[src/rtl/zle_pkg.sv]
// Shared definitions for the ZLE encoder/decoder pair: token layout defaults
// and the decoder state encodings.
package zle_pkg;

    localparam int DW_DEF = 16;
    localparam int CW_DEF = 4;
    localparam int MAXRUN = (1 << CW_DEF) - 1;

    // Token layout: flag sits just above the data field, the count in the low bits.
    localparam int FLAG_BIT = DW_DEF;
    localparam int LIT_LSB  = 0;
    localparam int CNT_LSB  = 0;

    localparam logic [1:0] S_FETCH = 2'd0;
    localparam logic [1:0] S_LIT   = 2'd1;
    localparam logic [1:0] S_RUN   = 2'd2;
    localparam logic [1:0] S_ILL   = 2'd3;

endpackage

[src/rtl/zle_dec_fsm.sv]
// Decoder control: state register, next-state selection and the stream
// handshake on both sides. Token contents arrive as pre-decoded flags.
module zle_dec_fsm
    import zle_pkg::*;
(
    input  logic       clock,
    input  logic       reset,
    input  logic       i_v,
    input  logic       o_b,
    input  logic       i_tok_is_run,
    input  logic       i_cnt_eq_0,
    input  logic       i_rem_eq_1,
    output logic       i_b,
    output logic       o_v,
    output logic       o_load,
    output logic       o_dec,
    output logic [1:0] stateo
);

    logic [1:0] r_state;
    logic [1:0] w_next;
    logic [1:0] w_target;

    // Where a freshly accepted token sends us; a zero-count run emits nothing.
    always_comb begin
        w_target = S_LIT;
        if (i_tok_is_run) begin
            w_target = i_cnt_eq_0 ? S_FETCH : S_RUN;
        end
    end

    always_comb begin
        w_next = r_state;
        i_b    = 1'b1;
        o_v    = 1'b0;
        o_load = 1'b0;
        o_dec  = 1'b0;
        case (r_state)
            S_FETCH: begin
                i_b = 1'b0;
                if (i_v) begin
                    o_load = 1'b1;
                    w_next = w_target;
                end
            end
            S_LIT: begin
                o_v = 1'b1;
                i_b = o_b;
                if (!o_b) begin
                    o_load = i_v;
                    w_next = i_v ? w_target : S_FETCH;
                end
            end
            S_RUN: begin
                o_v = 1'b1;
                if (!i_rem_eq_1) begin
                    i_b   = 1'b1;
                    o_dec = !o_b;
                end else begin
                    // Last zero of the run: overlap its transfer with the next token.
                    i_b = o_b;
                    if (!o_b) begin
                        o_load = i_v;
                        w_next = i_v ? w_target : S_FETCH;
                    end
                end
            end
            default: begin
                w_next = S_FETCH;
            end
        endcase
    end

    always_ff @(posedge clock or negedge reset) begin
        if (!reset) begin
            r_state <= S_FETCH;
        end else begin
            r_state <= w_next;
        end
    end

    assign stateo = r_state;

endmodule

[src/rtl/zle_dec.sv]
// Zero run-length decoder: expands literal / zero-run tokens into a flat
// word stream at one word per cycle.
module zle_dec
    import zle_pkg::*;
#(
    parameter int DW = DW_DEF,
    parameter int CW = CW_DEF
) (
    input  logic          clock,
    input  logic          reset,
    input  logic          i_v,
    input  logic [DW:0]   i_d,
    output logic          i_b,
    output logic          o_v,
    output logic [DW-1:0] o_d,
    input  logic          o_b,
    output logic          err,
    output logic [1:0]    stateo
);

    logic [DW-1:0] r_tok;
    logic [CW-1:0] r_rem;
    logic          r_err;

    logic          w_tok_is_run;
    logic [CW-1:0] w_cnt;
    logic          w_cnt_eq_0;
    logic          w_rem_eq_1;
    logic          w_load;
    logic          w_dec;

    assign w_tok_is_run = i_d[DW];
    assign w_cnt        = i_d[CW-1:0];
    assign w_cnt_eq_0   = (w_cnt == '0);
    assign w_rem_eq_1   = (r_rem == CW'(1));

    zle_dec_fsm u_fsm (
        .clock        (clock),
        .reset        (reset),
        .i_v          (i_v),
        .o_b          (o_b),
        .i_tok_is_run (w_tok_is_run),
        .i_cnt_eq_0   (w_cnt_eq_0),
        .i_rem_eq_1   (w_rem_eq_1),
        .i_b          (i_b),
        .o_v          (o_v),
        .o_load       (w_load),
        .o_dec        (w_dec),
        .stateo       (stateo)
    );

    // Load and decrement never coincide: decrement only happens while rem > 1.
    always_ff @(posedge clock or negedge reset) begin
        if (!reset) begin
            r_tok <= '0;
            r_rem <= '0;
            r_err <= 1'b0;
        end else if (w_load) begin
            if (!w_tok_is_run) begin
                r_tok <= i_d[DW-1:0];
            end else if (w_cnt_eq_0) begin
                r_err <= 1'b1;
            end else begin
                r_rem <= w_cnt;
            end
        end else if (w_dec) begin
            r_rem <= r_rem - CW'(1);
        end
    end

    assign o_d = (stateo == S_LIT) ? r_tok : '0;
    assign err = r_err;

endmodule

[config.mk]
export PLATFORM = sky130hd
export DESIGN_NAME = zle_dec
export DESIGN_NICKNAME = d
export VERILOG_FILES = /design/src/rtl/zle_pkg.sv /design/src/rtl/zle_dec_fsm.sv /design/src/rtl/zle_dec.sv
export SDC_FILE = /design/constraint.sdc
export NUM_CORES = 1
export LEC_CHECK = 0
export CORE_UTILIZATION = 25
export CTS_CLUSTER_DIAMETER = 120
export CTS_CLUSTER_SIZE = 24
export DETAILED_ROUTE_END_ITERATION = 12
export GPL_TIMING_DRIVEN = 0
export SYNTH_ARGS = -nofsm -noshare
export SYNTH_HDL_FRONTEND = slang
export SYNTH_HIERARCHICAL = 1
export SYNTH_SLANG_ARGS = --single-unit
export TNS_END_PERCENT = 10
[constraint.sdc]
create_clock -name clock -period 4.1 [get_ports clock]
set_input_delay 1.025 -clock clock [delete_from_list [all_inputs] [get_ports clock]]
set_output_delay 1.025 -clock clock [all_outputs]
set_load 0.02 [all_outputs]
==> impl_metrics.toml, run 1 <==
[placed_design]
place.gp.congestion = 0.8312
place_area_mm2 = 0.001765
dp_hpwl_um = 2229
portBuffers = 41

[floorplanning]
io_pins = 42
dieArea_mm2 = 0.005374
core_area_mm2 = 0.004817
dieHeight_um = 73.31
rows = 25
start_util_pct = 26.39
die_x_um = 73.31

[sta]
setup_tns_ps = 0
worstMarginPinSlew_ps = 982.1
fmax_mhz = 286.4
finalCriticalPeriod_ps = 3492
skew_ps = 6.998
grt_setup_unrepaired = "false"
hold_viol = 0
slew_headroom_pct = 34.32
fin_crit_sh_pct = 85.17
finalMaxSlewViolations = 0
setup_viol = 0

[critical_path]
path_class = "in -> out"
critical-path-max-stage-delay_ps = 630
worstPathMaxFanout = 5
worstSetupEndpointType = "output pin"
startpoint_type = "input pin"
startpoint = "o_b"
timing.rr.start = "r_rem[1]"
worstPathCellList = "clkdlybuf4s50_1, a21oi_1, o21bai_1, clkdlybuf4s50_1"
worst_path_most_repeated_cell = "clkdlybuf4s50_1"
worstPathRequired_ps = 3070
cp_slowest_cell = "clkdlybuf4s50_1"
critPathArrivalTime_ps = 2470

[synthesis]
syn_area_per_cell_um2 = 11.25
ys_types = 29
synth_seq_area_share_pct = 45.28
syn_inst = 113
ys_ff_latch = 23
synth_nets = 141
netlist_area_mm2 = 0.001271
yosys_warnings = 6

[outcome]
status = "complete, no violations"

[final_layout]
n_antenna_cell = 0
final_layout_size_suffix_gt1_share_pct = 16.46
syn_to_final_growth_pct = 42.52
seq_area_um2 = 575.6
multiInputGateArea_um2 = 645.6
final_area_mm2 = 0.001812
n_fill_cell = 482
final_nets = 187

[routing]
drc = 0
final_antenna_net_count = 0
vias = 993
wl_per_cell_um = 12.16
dr.pass1.iters = 5
drt-initial-drc-count = 24
wl_um = 2736
vias_per_cell = 4.413

[cts]
clock-sinks = 23
tritoncts = "done"
cts_buffers = 3
path_clk_slew_ps = 70
cts_max_level = 1
postCtsSetupRepairBufs = 0
post_cts_resized = 0
ctsLongestPathBuffers = 2
insertion_delay_ps = 260
hold_buffers = 0
cts-root-buf = "clkbuf_8"

[grt]
overflow = 0
grt_pass1_vias = 1032
grt_pass1_wl_um = 4671
antenna_found_initial = 0
grtUsageTotal_pct = 10.99
grt_start_max_net_pins = 24

[worst_hold_path]
hold_start = "err"
holdCritPathClass = "reg -> reg"

[power_and_ir_drop]
p_leak_uw = 0.0007438
power.density_mw_per_mm2 = 653.8
peakVddDrop_mv = 0.2235

[run]
maxCapViolations = 0
-- worst paths after layout --
| path | endpoint | slack, ps | depth (start not counted) |
|---|---|---|---|
| worst max register to register | r_tok[13] | 1490 | 10 |
| worst min register to register | err | 480 | 1 |
| worst max-delay path | i_b | 610 | 4 |
| worst min-delay path | err | 480 | 1 |
| min in group asynchronous | r_tok[5] | 1300 | 1 |
| max in group asynchronous | err | 2200 | 1 |
-- Yosys cell counts --
| cell type | instances | share of area, % |
|---|---|---|
| dfrtp_1 | 23 | 45 |
| mux2_2 | 17 | 15 |
| and2_1 | 16 | 7.9 |
| a21oi_1 | 8 | 3.1 |
| ha_1 | 7 | 6.9 |
| inv_1 | 7 | 2.1 |
| a22oi_1 | 3 | 1.8 |
| nor2_1 | 3 | 0.89 |
| nor2b_1 | 3 | 1.5 |
| clkbuf_1 | 2 | 0.59 |
| mux2i_1 | 2 | 1.6 |
| nand2_1 | 2 | 0.59 |
| nor3_1 | 2 | 0.79 |
| nor3b_1 | 2 | 1.2 |
| o21ai_0 | 2 | 0.79 |
| a31o_2 | 1 | 0.69 |
| and3b_2 | 1 | 0.79 |
| buf_2 | 1 | 0.39 |
| buf_6 | 1 | 0.89 |
| nand2b_1 | 1 | 0.49 |
| nor4_4 | 1 | 1.7 |
| o21bai_1 | 1 | 0.59 |
| o221ai_1 | 1 | 0.69 |
| o22ai_1 | 1 | 0.49 |
| o2bb2ai_1 | 1 | 0.69 |
| or3_1 | 1 | 0.49 |
| or4b_1 | 1 | 0.79 |
| xnor2_1 | 1 | 0.69 |
| xor2_1 | 1 | 0.69 |
-- final cells by class --
type / count / share of cell area [%]
tap: 67 / 4.627
buffer: 4 / 1.312
timing repair buffer: 41 / 22.65
clock buffer: 3 / 2.279
inverter: 7 / 1.450
sequential: 23 / 31.77
multi-input combinational: 79 / 35.64
clock inverter: 1 / 0.2762
-- logic make-up (layout without fill, tap and decap cells) --
logic type	after synthesis	count (layout)	synth area share (%)
DFF	23	23	45.28
adders and majority gates	7	7	6.889
and+or+nand+nor	33	33	17.03
muxes	19	19	16.63
buffers and inverters	11	56	3.937
AOI/OAI and AO/OA	18	18	8.859
xor gates and xnor gates	2	2	1.378
-- stage by stage --
step | setup slack [ps] | hold WS, ps | utilization [%] | power [uW] | instances
final | 608.0 | 483.5 | 37.61 | 1185 | 225
after detailed placement | 616.8 | 464.4 | 36.65 | 1059 | 221
after floorplan | 1649 | 472.0 | - | 805.8 | 113
after global routing | 542.7 | 523.4 | 37.61 | 1285 | 225
after CTS | 618.3 | 486.4 | 37.61 | 1197 | 225
after global placement | 646.4 | 464.0 | 36.65 | 1032 | 221
-- metal layers --
metal | up-vias | global-route usage (%) | share of wire (%)
li1 | 480 | - | -
met1 | 489 | 14.54 | 46
met2 | 22 | 18.62 | 51
met3 | 2 | 2.195 | 2.7
met4 | 0 | 2.350 | 0.37
met5 | - | 0 | 0
-- critical path: cells and delay by family --
kind / cells / cell delay, ps
buffers and inverters: 2 / 1180
AO/OA/AOI/OAI: 2 / 260
-- power breakdown --
part           leakage [uW]  switching (uW)  total [uW]  internal, uW
combinational      0.000447             307         644           338
clock             0.0000255            67.7         135          67.7
sequential         0.000272            67.1         405           338
total              0.000744             441        1180           743
-- placed cells by master (no fill, tap or decap), types with 2 or more instances in the layout --
master	instances
a22oi_1	3
and2_1	16
o21ai_0	2
nor3b_1	2
nor2b_1	3
inv_1	7
nor3_1	2
clkbuf_8	3
clkbuf_1	2
mux2_2	17
a21oi_1	8
nor2_1	3
mux2i_1	2
dfrtp_1	23
nand2_1	2
clkdlybuf4s50_1	41
ha_1	7
-- sequential cells by signal, summed over array words and instances, names as in the netlist --
name	flops
u_fsm/stateo	2
r_tok	16
err	1
r_rem	4
(Power assumes the default switching activity.)
==> run 2: changes to the inputs <==
Settings changed: CORE_MARGIN set to 2, SKIP_LAST_GASP set to 1.
==> run 2 against run 1 <==
Critical endpoint unchanged. Count of clock-buffer cells in the layout is 1 higher. Wire length is 3.3% higher. Combinational power is 1% lower. Critical path type unchanged. Worst hold slack worse by 5.4 ps. Largest power group unchanged. Sequential power hardly changed.
==> impl_metrics.toml, run 2 (synthesis results as in run 1) <==
[power_and_ir_drop]
p_leak_uw = 0.0007410
sw_frac_of_total_pct = 37.03
internal-power_uw = 744.4
peakVddDrop_mv = 0.2170
p_seq_share_pct = 34.0
combPwrFrac_pct = 53.9
clockPowerShare_pct = 12.0
power.switching_uw = 437.8
power.density_mw_per_mm2 = 652.9
p_total_uw = 1182

[cts]
clock-sinks = 23
postCtsSetupRepairBufs = 0
cts_max_level = 1
hold_buffers = 0
tritoncts = "done"
ctsLongestPathBuffers = 2
insertion_delay_ps = 270
path_clk_slew_ps = 80
cts_buffers = 3
cts-root-buf = "clkbuf_8"
post_cts_resized = 0

[floorplanning]
dieHeight_um = 75.31
dieArea_mm2 = 0.005672
start_util_pct = 26.39
rows = 25
core_area_mm2 = 0.004817
io_pins = 42
die_x_um = 75.31

[critical_path]
worstPathMaxFanout = 5
critPathArrivalTime_ps = 2420
startpoint_type = "input pin"
rr_endpoint = "r_tok[0]"
startpoint = "o_b"
rr_worst_depth = 10
ff2ff_setup_slack_ps = 1550
path_class = "in -> out"
worstSetupEndpointType = "output pin"
worstPathRequired_ps = 3070
cp-endpoint = "i_b"
timing.rr.start = "r_rem[1]"

[sta]
hold_viol = 0
fmax_mhz = 290.6
timing.final.ws_setup_ps = 659.4
finalCriticalPeriod_ps = 3441
slew_headroom_pct = 29.82
grt_setup_unrepaired = "false"
finalMaxSlewViolations = 0
skew_ps = 9.786
worstMarginPinSlew_ps = 1049
fin_crit_sh_pct = 83.92
setup_viol = 0
setup_tns_ps = 0

[final_layout]
n_antenna_cell = 0
n_fill_cell = 495
syn_to_final_growth_pct = 42.42
final_area_mm2 = 0.001810
final_nets = 187
final_cells = 225
layout_commonest_cell = "clkdlybuf4s50_1"
largest_reg_flops = 16
regMostFlops = "r_tok"
layout_common_cells = "clkdlybuf4s50_1, dfrtp_1, mux2_2"
final_layout_size_suffix_gt1_share_pct = 15.82

[grt]
antenna_found_initial = 0
grt_start_max_net_pins = 24
grt_pass1_wl_um = 4512
grt_pass1_vias = 954
grtUsageTotal_pct = 10.57
overflow = 0

[placed_design]
place.gp.congestion = 0.7605
dpl.cell_count = 221
dp_hpwl_um = 2235
place_area_mm2 = 0.001765
portBuffers = 41
place_ws_ps = 636.0

[routing]
drt-initial-drc-count = 51
dr.pass1.iters = 4
vias = 971
wl_um = 2825
vias_per_cell = 4.316
drc = 0
wl_per_cell_um = 12.56
final_antenna_net_count = 0

[worst_hold_path]
holdCritPathClass = "reg -> reg"

[run]
maxCapViolations = 0

[outcome]
status = "complete, no violations"
-- run 2: area by class of cell --
class                   instances  area [um2]  area share [%]
multi-input cells              79       645.6           35.66
clock buffers                   4       45.04           2.488
repair buffers                 41       410.4           22.67
flip-flops and latches         23       575.6           31.79
plain buffers                   4       23.77           1.313
inverters                       7       26.28           1.451
well taps                      67       83.83           4.630
-- run 2: layer usage --
metal | share of wire [%] | wire length [um] | vias up | GRT usage, %
met5 | 0 | 0 | - | 0
met3 | 4.4 | 124 | 2 | 2.910
li1 | - | - | 480 | -
met1 | 42 | 1200 | 470 | 13.05
met4 | 1.2 | 34 | 0 | 2.924
met2 | 52 | 1464 | 19 | 18.16
-- run 2: worst min-delay path by stage --
stage,startpoint,endpoint,cells after the start
finish,err,err,1
global route,r_tok[10],r_tok[10],1
CTS,err,err,1
detailed placement,err,err,1
global placement,err,err,1
floorplan,r_tok[0],r_tok[0],1
-- run 2: critical path: stages --
cell,delay (ps)
clkdlybuf4s50_1,530
a21oi_1,90
o21bai_1,150
clkdlybuf4s50_1,620
-- run 2: per-stage QoR --
stage | hold WS [ps] | util, %
final | 478.2 | 37.58
after global routing | 512.8 | 37.58
after CTS | 484.6 | 37.58
after detailed placement | 461.8 | 36.65
after global placement | 467.2 | 36.65
after floorplan | 472.0 | -
-- run 2: power groups by stage --
stage,sequential [uW],clock [uW],combinational (uW)
6_report,403,142,637
5_1_grt,420,157,700
2_1_floorplan,405,0,400
3_5_place_dp,411,0,646
4_1_cts,405,147,648
3_3_place_gp,402,0,631
==> run 3: changes to the inputs <==
Clock period 4.1 ns to 3.5 ns, I/O delays scaled along.
==> results of run 3 <==
Same layout as run 2 (identical final DEF). Status: complete, no violations.
Among the figures that moved: setup slack after placement 636.0 ps -> 336.0 ps; setup slack after layout 659.4 ps -> 359.4 ps; register-to-register setup slack 1550 ps -> 950 ps; total power 1182 uW -> 1385 uW; worst IR drop on VDD 0.2170 mV -> 0.2542 mV
==> RTL change (settings of run 2) <==
`CW_DEF`: 4 -> 6.
--- a/src/rtl/zle_pkg.sv
+++ b/src/rtl/zle_pkg.sv
@@ -3,7 +3,7 @@
 package zle_pkg;
 
     localparam int DW_DEF = 16;
-    localparam int CW_DEF = 4;
+    localparam int CW_DEF = 6;
     localparam int MAXRUN = (1 << CW_DEF) - 1;
 
     // Token layout: flag sits just above the data field, the count in the low bits.
Behaviour: not the same (Yosys sat finds a counterexample within 4 cycles, from zero or initial values and one cycle with reset low).
==> RTL change against run 2 <==
Final area rose by 12%. Sequential cell count is 2 higher. Worst setup slack better by 0.0055 ns. Die area is 15% higher. Clock skew down 0.0057 ns. Synthesized cell count is 19% higher. Global-route usage shrank 0.057 points. Combinational power increased by 8.5%. Area after synthesis up 16%. Fmax grew 0.16%. Wire length grew 11%. Total power up 8.4%. Critical path type unchanged. Critical endpoint unchanged. Largest power group unchanged. Highest routed layer unchanged.
==> RTL change: results (changes against run 2) <==
- Outcome: complete, no violations
- Count of unique library cells instantiated by Yosys: 36 (+24%)
- PostCTS Resize Cnt: 0 (unchanged)
- Final Wtd Congestion: 0.772 (+1.5%)
- Met3 GRT Util: 0.0322 (+0.00312)
- Antenna violations before repair: 0 (unchanged)
- Switch Pwr: 0.483 mW (+10%)
- Layout Skew: 0.00404 ns (-0.00575 ns)
- Multi-input combinational cell area: 777 um2 (+20%)
- Area Growth Syn to Fin: 37.0%
- Layout cell share with drive strength beyond 1: 0.172 (+0.0140)
- VDD IR max: 273 uV (+26%)
- Async S/R FF share, synth: 1.00 (unchanged)
- Seq area share: 0.310 (-0.00811)
- Signal buf overhead: 0.226 (-0.0143)
- Vias in the first global route: 1,165 (+22%)
- GR Util All Layers: 0.105 (-0.000569)
- First-pass GRT wire length: 5.40 mm (+20%)
- Final nets: 209 (+12%)
- Violation count after the first detailed-routing iteration: 35 (-31%)
- Core Region: 5610 um2 (+16%)
- # clock sinks: 25 (+8.7%)
- Synth area leaders: dfrtp_1, mux2_2, and2_1
- #MultiIn Comb: 98 (+24%)
- Vias: 1,143 (+18%)
- Largest net degree at the start of global routing: 26 (+8.3%)
- FILL cells: 580 (+17%)
- Clock Tree Root: clkbuf_8
- Max FO, Critical Path: 5 (unchanged)
- Actual slew at the worst max-slew pin: 1.13 ns (+0.0815 ns)
- Critical Path Max Stage Delay: 0.61 ns
- Post-Layout Cell Count: 252 (+12%)
- Met3 WL: 221 um (+78%)
- Critical Path AT: between 2 and 2.5 ns
- Mapped Nets: 163 (+16%)
- Post-Place Setup Slack: 0.636 ns (+0.000212 ns)
- Signal buffers: 46 (+2.2%)
- Avg WL per Cell: 12.4 um (-1.2%)
- CTS H-tree lvls: 1 (unchanged)
- Placed inst area: 1970 um2 (+12%)
- Post-synth top cells: dfrtp_1, and2_1, mux2_2
- Routed length on met2: 1.38 mm (-6.0%)
- Clock network power: 0.142 mW (about the same)
- Worst reg2reg startpoint: r_rem[2]
- FF-to-FF End: r_tok[14]
- Comb pwr: 0.691 mW (+8.5%)
- CP max-delay cell: clkdlybuf4s50_1
- Cells after synthesis: 135 (+19%)
- Met1 GRT Util: 0.141 (+0.0109)
- Minimum hold slack: 0.486 ns (+0.00822 ns)
- Setup Buffers After CTS: 0 (unchanged)
- Post-synthesis sequential area ratio: 0.424 (-0.0283)
- Top sig layer: met4
- Clk cell area share: 0.0223 (-0.00257)
- Lkg Pwr: 0.820 nW (+11%)
- Wire length on met1: 1.52 mm (+27%)
- Post-DP HPWL: 2.40 mm (+7.5%)
- Flop+latch power: 0.449 mW (+11%)
- Met2 Use GR: 0.173 (-0.00831)
RTL change: changes by cell type after synthesis, moves of 2 or more:
cell / delta
o21ai_1: +4
nand2_1: +3
nand3_1: +3
a21oi_1: -2
a32o_1: +2
buf_6: +2
dfrtp_1: +2
nor3_1: +2
RTL change: worst max path at each step:
stage	from	end	slack [ns]
5_1_grt	u_fsm/stateo[0]	o_d[5]	0.54
6_report	o_b	i_b	0.66
3_5_place_dp	o_b	i_b	0.64
2_1_floorplan	o_b	i_b	1.65
4_1_cts	o_b	i_b	0.64
3_3_place_gp	o_b	i_b	0.65
RTL change: logic make-up after synthesis:
| logic type | after synthesis | synth area share |
|---|---|---|
| mux | 22 | 0.170 |
| buf+inv | 12 | 0.0484 |
| fa+ha+maj | 7 | 0.0594 |
| flops | 25 | 0.424 |
| simple gates | 46 | 0.192 |
| compound gates | 23 | 0.106 |
